## src/rtl/paddle_if.sv

```systemverilog
// Paddle controller signal bundle: step pulses and frame tick in,
// registered position and status flags out.
interface paddle_if #(
  parameter int POS_W = 10
);
  logic             left_op;
  logic             right_op;
  logic             frame_tick;
  logic [POS_W-1:0] paddle_x;
  logic             moving;
  logic             at_left;
  logic             at_right;

  modport master (
    output left_op, right_op, frame_tick,
    input  paddle_x, moving, at_left, at_right
  );

  modport slave (
    input  left_op, right_op, frame_tick,
    output paddle_x, moving, at_left, at_right
  );
endinterface

```

## src/rtl/paddle_ctrl.sv

```systemverilog
// Paddle position controller: queues left/right step pulses in a saturating
// signed pending count and spends one queued step per video frame.
module paddle_ctrl #(
  parameter int POS_W    = 10,
  parameter int POS_MIN  = 0,
  parameter int POS_MAX  = 560,
  parameter int POS_INIT = 280,
  parameter int STEP     = 8,
  parameter int PEND_MAX = 7
) (
  input  logic     clk,
  input  logic     rst,
  paddle_if.slave  bus
);

  // Pending count storage, plus two guard bits for the pend+-1+delta sum.
  localparam int PEND_W = $clog2(PEND_MAX + 1) + 1;
  localparam int PA_W   = PEND_W + 2;

  localparam logic signed [PA_W-1:0] P_ONE  = PA_W'(1);
  localparam logic signed [PA_W-1:0] N_ONE  = -P_ONE;
  localparam logic signed [PA_W-1:0] P_ZERO = '0;
  localparam logic signed [PA_W-1:0] P_MAX  = PA_W'(PEND_MAX);
  localparam logic signed [PA_W-1:0] P_MIN  = -P_MAX;

  localparam logic [POS_W:0]   STEP_X = (POS_W + 1)'(STEP);
  localparam logic [POS_W:0]   MAX_X  = (POS_W + 1)'(POS_MAX);
  localparam logic [POS_W:0]   MIN_X  = (POS_W + 1)'(POS_MIN);
  localparam logic [POS_W-1:0] MAX_P  = POS_W'(POS_MAX);
  localparam logic [POS_W-1:0] MIN_P  = POS_W'(POS_MIN);
  localparam logic [POS_W-1:0] INIT_P = POS_W'(POS_INIT);
  localparam logic AT_L_INIT = (POS_INIT == POS_MIN);
  localparam logic AT_R_INIT = (POS_INIT == POS_MAX);

  typedef enum logic [1:0] {IDLE, MOVE_R, MOVE_L} state_t;

  state_t                    state, state_nxt;
  logic signed [PEND_W-1:0]  pend, pend_nxt;
  logic [POS_W-1:0]          pos, pos_nxt;
  logic                      moving_q, at_left_q, at_right_q;

  logic signed [PA_W-1:0]    delta, pend_ext, pend_sum;
  logic [POS_W:0]            pos_up, pos_dn;
  logic                      hit_r, hit_l;

  function automatic logic signed [PEND_W-1:0] sat(input logic signed [PA_W-1:0] v);
    if (v > P_MAX)      return PEND_W'(P_MAX);
    else if (v < P_MIN) return PEND_W'(P_MIN);
    else                return PEND_W'(v);
  endfunction

  // One-bit-wider position math so neither direction wraps before clamping.
  assign pos_up = {1'b0, pos} + STEP_X;
  assign pos_dn = {1'b0, pos} - STEP_X;
  assign hit_r  = (pos_up >= MAX_X);
  assign hit_l  = ({1'b0, pos} < STEP_X) || (pos_dn <= MIN_X);

  // NOTE: every always_comb output gets a default first, so no path can
  // leave one unassigned and infer a latch.
  always_comb begin
    pos_nxt  = pos;
    pend_ext = {{(PA_W - PEND_W){pend[PEND_W-1]}}, pend};
    delta    = P_ZERO;
    if (bus.right_op && !bus.left_op)      delta = P_ONE;
    else if (bus.left_op && !bus.right_op) delta = N_ONE;
    pend_sum = pend_ext + delta;

    if (bus.frame_tick) begin
      unique case (state)
        MOVE_R: begin
          if (hit_r) begin
            pos_nxt  = MAX_P;
            pend_sum = delta;
          end else begin
            pos_nxt  = pos_up[POS_W-1:0];
            pend_sum = pend_ext - P_ONE + delta;
          end
        end
        MOVE_L: begin
          if (hit_l) begin
            pos_nxt  = MIN_P;
            pend_sum = delta;
          end else begin
            pos_nxt  = pos_dn[POS_W-1:0];
            pend_sum = pend_ext + P_ONE + delta;
          end
        end
        default: pend_sum = delta;
      endcase
    end

    pend_nxt = sat(pend_sum);
    if (pend_nxt > 0)      state_nxt = MOVE_R;
    else if (pend_nxt < 0) state_nxt = MOVE_L;
    else                   state_nxt = IDLE;
  end

  // NOTE: sequential state uses non-blocking assignments so every register
  // samples pre-edge values regardless of statement order.
  always_ff @(posedge clk) begin
    if (rst) begin
      state      <= IDLE;
      pend       <= '0;
      pos        <= INIT_P;
      moving_q   <= 1'b0;
      at_left_q  <= AT_L_INIT;
      at_right_q <= AT_R_INIT;
    end else begin
      state      <= state_nxt;
      pend       <= pend_nxt;
      pos        <= pos_nxt;
      moving_q   <= (pend_nxt != '0);
      at_left_q  <= (pos_nxt == MIN_P);
      at_right_q <= (pos_nxt == MAX_P);
    end
  end

  assign bus.paddle_x = pos;
  assign bus.moving   = moving_q;
  assign bus.at_left  = at_left_q;
  assign bus.at_right = at_right_q;

endmodule

```

## src/flat_wrapper.sv

```systemverilog
// flat-port wrapper written by rule: the top's interface ports become plain ports
module paddle_ctrl_flat 
#(
  parameter int POS_W    = 10,
  parameter int POS_MIN  = 0,
  parameter int POS_MAX  = 560,
  parameter int POS_INIT = 280,
  parameter int STEP     = 8,
  parameter int PEND_MAX = 7
)
  (clk, rst, bus_left_op, bus_right_op, bus_frame_tick, bus_paddle_x, bus_moving, bus_at_left, bus_at_right);
  paddle_if #(.POS_W(POS_W)) bus_i ();
  input  logic clk;
  input  logic rst;
  input wire logic [$bits(bus_i.left_op)-1:0] bus_left_op;
  input wire logic [$bits(bus_i.right_op)-1:0] bus_right_op;
  input wire logic [$bits(bus_i.frame_tick)-1:0] bus_frame_tick;
  output wire logic [$bits(bus_i.paddle_x)-1:0] bus_paddle_x;
  output wire logic [$bits(bus_i.moving)-1:0] bus_moving;
  output wire logic [$bits(bus_i.at_left)-1:0] bus_at_left;
  output wire logic [$bits(bus_i.at_right)-1:0] bus_at_right;
  assign bus_i.left_op = bus_left_op;
  assign bus_i.right_op = bus_right_op;
  assign bus_i.frame_tick = bus_frame_tick;
  assign bus_paddle_x = bus_i.paddle_x;
  assign bus_moving = bus_i.moving;
  assign bus_at_left = bus_i.at_left;
  assign bus_at_right = bus_i.at_right;
  paddle_ctrl #(.POS_W(POS_W), .POS_MIN(POS_MIN), .POS_MAX(POS_MAX), .POS_INIT(POS_INIT), .STEP(STEP), .PEND_MAX(PEND_MAX)) u_core (.clk(clk), .rst(rst), .bus(bus_i));
endmodule
```

## config.mk

```make
export PLATFORM = sky130hd
export DESIGN_NAME = paddle_ctrl_flat
export DESIGN_NICKNAME = d
export VERILOG_FILES = /design/src/rtl/paddle_if.sv /design/src/rtl/paddle_ctrl.sv /design/src/flat_wrapper.sv
export SDC_FILE = /design/constraint.sdc
export NUM_CORES = 1
export LEC_CHECK = 0
export ABC_AREA = 1
export ABC_CLOCK_PERIOD_IN_PS = 2400
export BUFFER_PORTS_ARGS = -buffer_cell sky130_fd_sc_hd__buf_4
export CAP_MARGIN = 20
export CELL_PAD_IN_SITES_DETAIL_PLACEMENT = 1
export CELL_PAD_IN_SITES_GLOBAL_PLACEMENT = 1
export CORE_ASPECT_RATIO = 0.5
export CORE_MARGIN = 1.5
export CORE_UTILIZATION = 38
export DETAILED_ROUTE_END_ITERATION = 8
export GPL_TIMING_DRIVEN = 0
export PLACE_DENSITY = 0.8
export SYNTH_ARGS = -nofsm -noshare
export SYNTH_HDL_FRONTEND = slang
export SYNTH_SLANG_ARGS = --single-unit
```

## constraint.sdc

```tcl
create_clock -name clk -period 2.4 [get_ports clk]
set_clock_uncertainty 0.2 [all_clocks]
set_input_delay 0.12 -clock clk [delete_from_list [all_inputs] [get_ports clk]]
set_output_delay 0.12 -clock clk [all_outputs]
set_load 0.005 [all_outputs]
```

== Yosys cells after proc, flatten, opt, wreduce, memory -nomap -nowiden ==
Cells that the tools add are included.
Word-level totals
  output and inout bits: 13
  input port bits: 5
  logic and storage cells: 46
  register bits after elaboration: 19
Operators by class
  add/subtract/negate cells: 7
  $lt $le $gt $ge: 7
  reductions and logical operators: 8
  multiplexer cells: 14
  equal/unequal tests: 3
Operators with widths (count)
  $mux 10: 3
  $mux 6: 5
  $pmux 10 s2: 1
  $add 6x6->6: 2
  $pmux 6 s2: 1
  $add 10x4->11 const B: 1
  $ge 11x10->1 const B: 1
  $le 11x1->1 const B: 1
  $sub 10x4->11 const B: 1
  $eq 10x10->1 const B: 1
  $logic_not 10->1: 1
  $lt 10x4->1 const B: 1
  $mux 4: 2
  $add 4x6->6: 1
  $gt 6x4->1 const B: 1
  $lt 6x4->1 const B: 1
  $add 4x2->5 const B: 1
  $sub 4x2->5 const B: 1
  $gt 4x1->1 const B: 1
  $lt 4x1->1 const B: 1
  $reduce_bool 4->1: 1
  $eq 2x1->1 const B: 1
  $eq 2x2->1 const B: 1
  $logic_and 1x1->1: 2
  5 further kinds: 6

== Depth between registers and ports, before layout ==
  depth after elaboration: 14
  mapped depth: 19
  depth with buffers taken out: 19

== Worst setup path before layout ==
No wires, ideal clock.
  path kind: flip-flop to flip-flop
  start: register u_core.pend[1]
  end: register u_core.moving_q, in the netlist u_core.bus.moving
  period minus slack after synthesis: 2552 ps
  stages on the path, launching flop included: 16
  setup slack: -152 ps
  setup time: 132 ps
  path buffers: 0
  required time: 2068 ps
  data arrival time: 2220 ps
  cell sequence: dfxtp_1 > inv_1 > ha_1 > fa_1 > nand3_1 > nand2_1 > xor2_1 > nand2_1 > a21oi_1 > nand2_1 > nand2_1 > nand2_1 > nand2_1 > nand2_1 > nor3b_1 > a21oi_1
Between the ends
  word-level cells in the longest chain between the ends: 9
  elaborated cells between the ends (all ways): 14
  classes of those cells: add/sub (5); order compare (2); mux (6); reduce/logical (1)
RTL lines
  start: declaration: line paddle_ctrl.sv:38  | logic signed [PEND_W-1:0] pend, pend_nxt;
  start signal: assignment: line paddle_ctrl.sv:110  | pend <= pend_nxt;
  $add 4x2->5 / $sub 4x2->5 (equally long branches): line paddle_ctrl.sv:85, paddle_ctrl.sv:76
  $add 6x6->6 (on tied branches): line paddle_ctrl.sv:85, paddle_ctrl.sv:76
  $mux 6 (on tied branches): line paddle_ctrl.sv:80, paddle_ctrl.sv:71
  $pmux 6 s2: line paddle_ctrl.sv:69  | unique case (state)
  $mux 6 (*): line paddle_ctrl.sv:68  | if (bus.frame_tick) begin
  $lt 6x4->1: line paddle_ctrl.sv:48  | else if (v < P_MIN) return PEND_W'(P_MIN);
  $mux 4: line paddle_ctrl.sv:48
  $mux 4 (*): line paddle_ctrl.sv:47  | if (v > P_MAX) return PEND_W'(P_MAX);
  $reduce_bool 4->1 (*): line paddle_ctrl.sv:112  | moving_q <= (pend_nxt != '0);
  end signal: assignment: line paddle_ctrl.sv:112
  end: declaration: line paddle_ctrl.sv:40  | logic moving_q, at_left_q, at_right_q;
Mark *: on every way between the ends. The rest lies on a longest branch, timed or not.
A chain may end at the register's enable or synchronous reset.

== Worst setup path after layout ==
  start: register u_core.pos[4], in the netlist u_core.bus.paddle_x[4]
  end: register u_core.moving_q, in the netlist u_core.bus.moving
Between the ends
  word-level cells in the longest chain between the ends: 10
  elaborated cells between the ends (all ways): 15
  classes of those cells: add/sub (2); order compare (5); mux (6); reduce/logical (2)
RTL lines
  start: declaration: line paddle_ctrl.sv:39  | logic [POS_W-1:0] pos, pos_nxt;
  start signal: assignment: line paddle_ctrl.sv:111  | pos <= pos_nxt;
  $sub 10x4->11: line paddle_ctrl.sv:54  | assign pos_dn = {1'b0, pos} - STEP_X;
  $le 11x1->1: line paddle_ctrl.sv:56  | assign hit_l = ({1'b0, pos} < STEP_X) || (pos_dn <= MIN_X);
  $logic_or 1x1->1: line paddle_ctrl.sv:56
  $mux 6: line paddle_ctrl.sv:80  | if (hit_l) begin
  $pmux 6 s2 (*): line paddle_ctrl.sv:69
  $mux 6 (*): line paddle_ctrl.sv:68
  $lt 6x4->1: line paddle_ctrl.sv:48
  $mux 4: line paddle_ctrl.sv:48
  $mux 4 (*): line paddle_ctrl.sv:47
  $reduce_bool 4->1 (*): line paddle_ctrl.sv:112
Marks and branches as above.

==> flow_summary.json <==
{
  "status": "finished with violations",
  "violated_checks": "setup timing",
  "worst_setup_margin_ns": -0.5112,
  "postRouteWirelength_mm": 7.344,
  "syn-instance-count": 305,
  "nets": 381,
  "ys_ff_latch": 19,
  "post_synth_num_cell_types": 35,
  "finish.cell_count_without_fillers": 422,
  "min_path_cells": 4,
  "power.share.combinational_pct": 73.9,
  "critical_path.cell_chain": "inv_1, ha_4, xor2_1, nor2_2, nand2_2, nand2_2, o21ai_0, a21oi_1, nor2_1, nand2_1, nand2_1, nand2_1, nor2_2, nand2_1, nand2_2, nand2_4, nand2_2, a21oi_1",
  "grt_pass1_vias": 2203,
  "yosys.area.top_type_share_pct": 19.49,
  "critical_path.top_delay_family": "simple AND/OR/NAND/NOR gates",
  "worstSkewPairLatency_ns": 0.26,
  "synth-seq-area-share_pct": 19.49,
  "netSwitchingFraction_pct": 49.38,
  "critical_path.max_fanout": 6,
  "clock_sinks": 19,
  "die_area_sq_um": 5602,
  "postSynthNetCount": 333,
  "diodes_inserted": 0,
  "timing.critical_path.required_ns": 2.32,
  "hold_violations": 0,
  "overflow": 0,
  "die_height_microns": 53.68,
  "worst_ep_arrival_time_ns": 2.83,
  "worst_setup_path_end_kind": "flop",
  "fp.dieW_microns": 104.4,
  "final_cell_mix": "68 x sky130_fd_sc_hd__nand2_1, 39 x sky130_fd_sc_hd__buf_4, 31 x sky130_fd_sc_hd__inv_1",
  "p_switching_mw": 1.344,
  "worst_setup_hold_path_clk_slew_ns": 0.08,
  "initial_core_util_pct": 39.57,
  "setup_violations": 9,
  "grt_use_total_pct": 22.47,
  "vias": 2263,
  "p_leak_nw": 1.324,
  "netlist_area_sq_um": 1952,
  "normalized_max_slew_margin_pct": 54.05,
  "largest_net_degree_at_the_start_of_global_routing": 18,
  "synthTopCellsByArea": "sky130_fd_sc_hd__dfxtp_1 19%, sky130_fd_sc_hd__nand2_1 17%, sky130_fd_sc_hd__ha_1 13%",
  "drt_first_iter_violations": 42,
  "criticalPathCategory": "flop to flop",
  "drive_gt1_share_pct": 40.63,
  "start_kind": "flop",
  "period_share_pct": 121.3,
  "slew_viol_final": 0,
  "average_routed_wire_per_standard_cell_microns": 17.40,
  "tritoncts": "yes",
  "syn2layout_area_growth_pct": 46.47,
  "drt-pass1-iter-count": 4,
  "grt_first_pass_wirelength_mm": 10.01,
  "powerDensity_nw_per_um2": 951.7,
  "synth_area_per_cell_sq_um": 6.400,
  "achievable-frequency_mhz": 343.5,
  "critPathSlowestCell": "sky130_fd_sc_hd__dfxtp_4",
  "p_int_mw": 1.377,
  "power_frac_seq_pct": 17.7,
  "crit_buf_inv": 1,
  "numCtsBuffers": 3,
  "gp_congestion": 0.8091,
  "synth_area_leader_cell": "sky130_fd_sc_hd__dfxtp_1",
  "critical_path_depth": 18,
  "dp.final_hpwl_mm": 4.481,
  "cap_violations": 0,
  "grt_setup_unrepaired": "yes",
  "h-tree-depth": 1,
  "postRouteAntennaNets": 0,
  "ff2ff_path_depth": 18,
  "boundaryPins": 18,
  "synth_warnings": 0,
  "clock_tree.buffer_depth": 2,
  "slew_worst_pin_ns": 0.6893,
  "drt_drc_violations_left": 0,
  "critical_path.max_stage_delay_ns": 0.38,
  "buffer_ports.inserted": 17,
  "placed_cells_incl_taps": 392,
  "vias_per_cell": 5.363,
  "dp_worst_setup_slack_ns": -0.4826,
  "timing.final.crit_period_ns": 2.911,
  "grt_antenna_before_repair": 0,
  "worst_ir_drop_vdd_uv": 395.7,
  "cts_root_buf": "sky130_fd_sc_hd__clkbuf_8",
  "rows": 18,
  "placeableCoreArea_sq_um": 4932,
  "path_type_of_the_worst_min_delay_path": "input port to flop",
  "p_clk_share_pct": 8.4,
  "mostFrequentLayoutCell": "sky130_fd_sc_hd__nand2_1"
}
-- cell families (layout without fill, tap and decap cells) --
kind of cell	Yosys count	in the layout	synth area share [%]
buf+inv	46	93	9.231
fa+ha+maj	23	23	15.90
flops	19	19	19.49
compound gates	37	37	10.77
xor+xnor	14	14	6.282
simple gates	166	166	38.33
-- power by group through the flow --
stage                     Clock [mW]  Combinational, mW  Sequential, mW
after global placement             0               1.25           0.455
after detailed placement           0               1.31           0.458
after floorplan                    0              0.999           0.438
after CTS                      0.222               1.64           0.463
after global routing           0.239               2.18           0.489
final                          0.229               2.01           0.480
-- worst register-to-register path, cell delays in order (launching register included) --
cell	delay (ns)
sky130_fd_sc_hd__dfxtp_4	0.38
sky130_fd_sc_hd__inv_1	0.13
sky130_fd_sc_hd__ha_4	0.16
sky130_fd_sc_hd__xor2_1	0.27
sky130_fd_sc_hd__nor2_2	0.07
sky130_fd_sc_hd__nand2_2	0.12
sky130_fd_sc_hd__nand2_2	0.11
sky130_fd_sc_hd__o21ai_0	0.29
sky130_fd_sc_hd__a21oi_1	0.09
sky130_fd_sc_hd__nor2_1	0.10
sky130_fd_sc_hd__nand2_1	0.06
sky130_fd_sc_hd__nand2_1	0.07
sky130_fd_sc_hd__nand2_1	0.11
sky130_fd_sc_hd__nor2_2	0.18
sky130_fd_sc_hd__nand2_1	0.10
sky130_fd_sc_hd__nand2_2	0.10
sky130_fd_sc_hd__nand2_4	0.06
sky130_fd_sc_hd__nand2_2	0.09
sky130_fd_sc_hd__a21oi_1	0.08
-- synthesized netlist by cell type --
cell,instances
sky130_fd_sc_hd__nand2_1,86
sky130_fd_sc_hd__inv_1,38
sky130_fd_sc_hd__nor2_1,28
sky130_fd_sc_hd__nand3_1,23
sky130_fd_sc_hd__a21oi_1,21
sky130_fd_sc_hd__ha_1,20
sky130_fd_sc_hd__dfxtp_1,19
sky130_fd_sc_hd__xor2_1,10
sky130_fd_sc_hd__nor3_1,9
sky130_fd_sc_hd__o21ai_0,6
sky130_fd_sc_hd__nand4_1,5
sky130_fd_sc_hd__nand3_2,4
sky130_fd_sc_hd__xnor2_1,4
sky130_fd_sc_hd__clkbuf_1,3
sky130_fd_sc_hd__fa_1,3
sky130_fd_sc_hd__nand2_2,3
sky130_fd_sc_hd__buf_4,2
sky130_fd_sc_hd__inv_2,2
sky130_fd_sc_hd__nand2_4,2
sky130_fd_sc_hd__nor2_2,2
sky130_fd_sc_hd__a21boi_0,1
sky130_fd_sc_hd__a21boi_1,1
sky130_fd_sc_hd__a21oi_2,1
sky130_fd_sc_hd__a22oi_1,1
sky130_fd_sc_hd__a31oi_1,1
sky130_fd_sc_hd__a41oi_1,1
sky130_fd_sc_hd__buf_1,1
sky130_fd_sc_hd__nor3b_1,1
sky130_fd_sc_hd__nor4_2,1
sky130_fd_sc_hd__o21ai_1,1
sky130_fd_sc_hd__o221ai_1,1
sky130_fd_sc_hd__o22a_1,1
sky130_fd_sc_hd__o22ai_1,1
sky130_fd_sc_hd__or2_2,1
sky130_fd_sc_hd__or2_4,1
-- repair_timing --
item / 4_1_cts / 5_1_grt
cloned: 0 / 0
endpoints found under the hold margin: 7 / 0
resized for setup: 37 / 63
buffers inserted: 20 / 6
pin swaps: 25 / 36
hold buffers: 1 / 0
endpoints found under the setup margin: 10 / 11
-- metal layers --
metal | GRT usage [%] | vias up | wire, microns
li1 | - | 1085 | -
met4 | 5.324 | 0 | 220
met3 | 3.148 | 25 | 241
met5 | 0 | - | 0
met1 | 25.56 | 1102 | 3140
met2 | 46.16 | 51 | 3741
-- through the flow --
stage	total power, mW	hold slack, ns	instance area (sq um)	setup TNS, ns	util (%)
after floorplan	1.438	-0.02064	2001	-0.01847	-
after global placement	1.700	0.1201	2216	-1.650	44.93
after detailed placement	1.770	0.1178	2216	-2.195	44.93
after CTS	2.321	0.06369	2589	-1.138	52.49
after global routing	2.908	0.09983	2859	-3.761	57.97
final	2.721	0.08233	2859	-2.404	57.97
-- state kept, by name, indices dropped and copies added, names as in the netlist --
signal	flops
u_core.bus.paddle_x	10
u_core.pend	4
u_core.state	2
u_core.bus.at_left	1
u_core.bus.at_right	1
u_core.bus.moving	1
-- area by class of cell --
| cell class | count | area (sq um) |
|---|---|---|
| clock buffer | 3 | 41.29 |
| clock inverter | 1 | 5.005 |
| inverter | 40 | 160.2 |
| buffer | 5 | 35.03 |
| sequential | 19 | 409.1 |
| multi-input combinational | 240 | 1764 |
| timing repair buffer | 44 | 356.6 |
| tap | 70 | 87.58 |
| fill | 620 | 2073 |
-- final timing paths --
path                                             start                endpoint  slack, ns
worst max-delay path            u_core.bus.paddle_x[4]       u_core.bus.moving      -0.51
worst min-delay path                    bus_frame_tick          u_core.pend[3]       0.08
worst max register to register  u_core.bus.paddle_x[4]       u_core.bus.moving      -0.51
worst min register to register  u_core.bus.paddle_x[0]  u_core.bus.paddle_x[0]       0.30
Power figures use the tool's default switching activity.
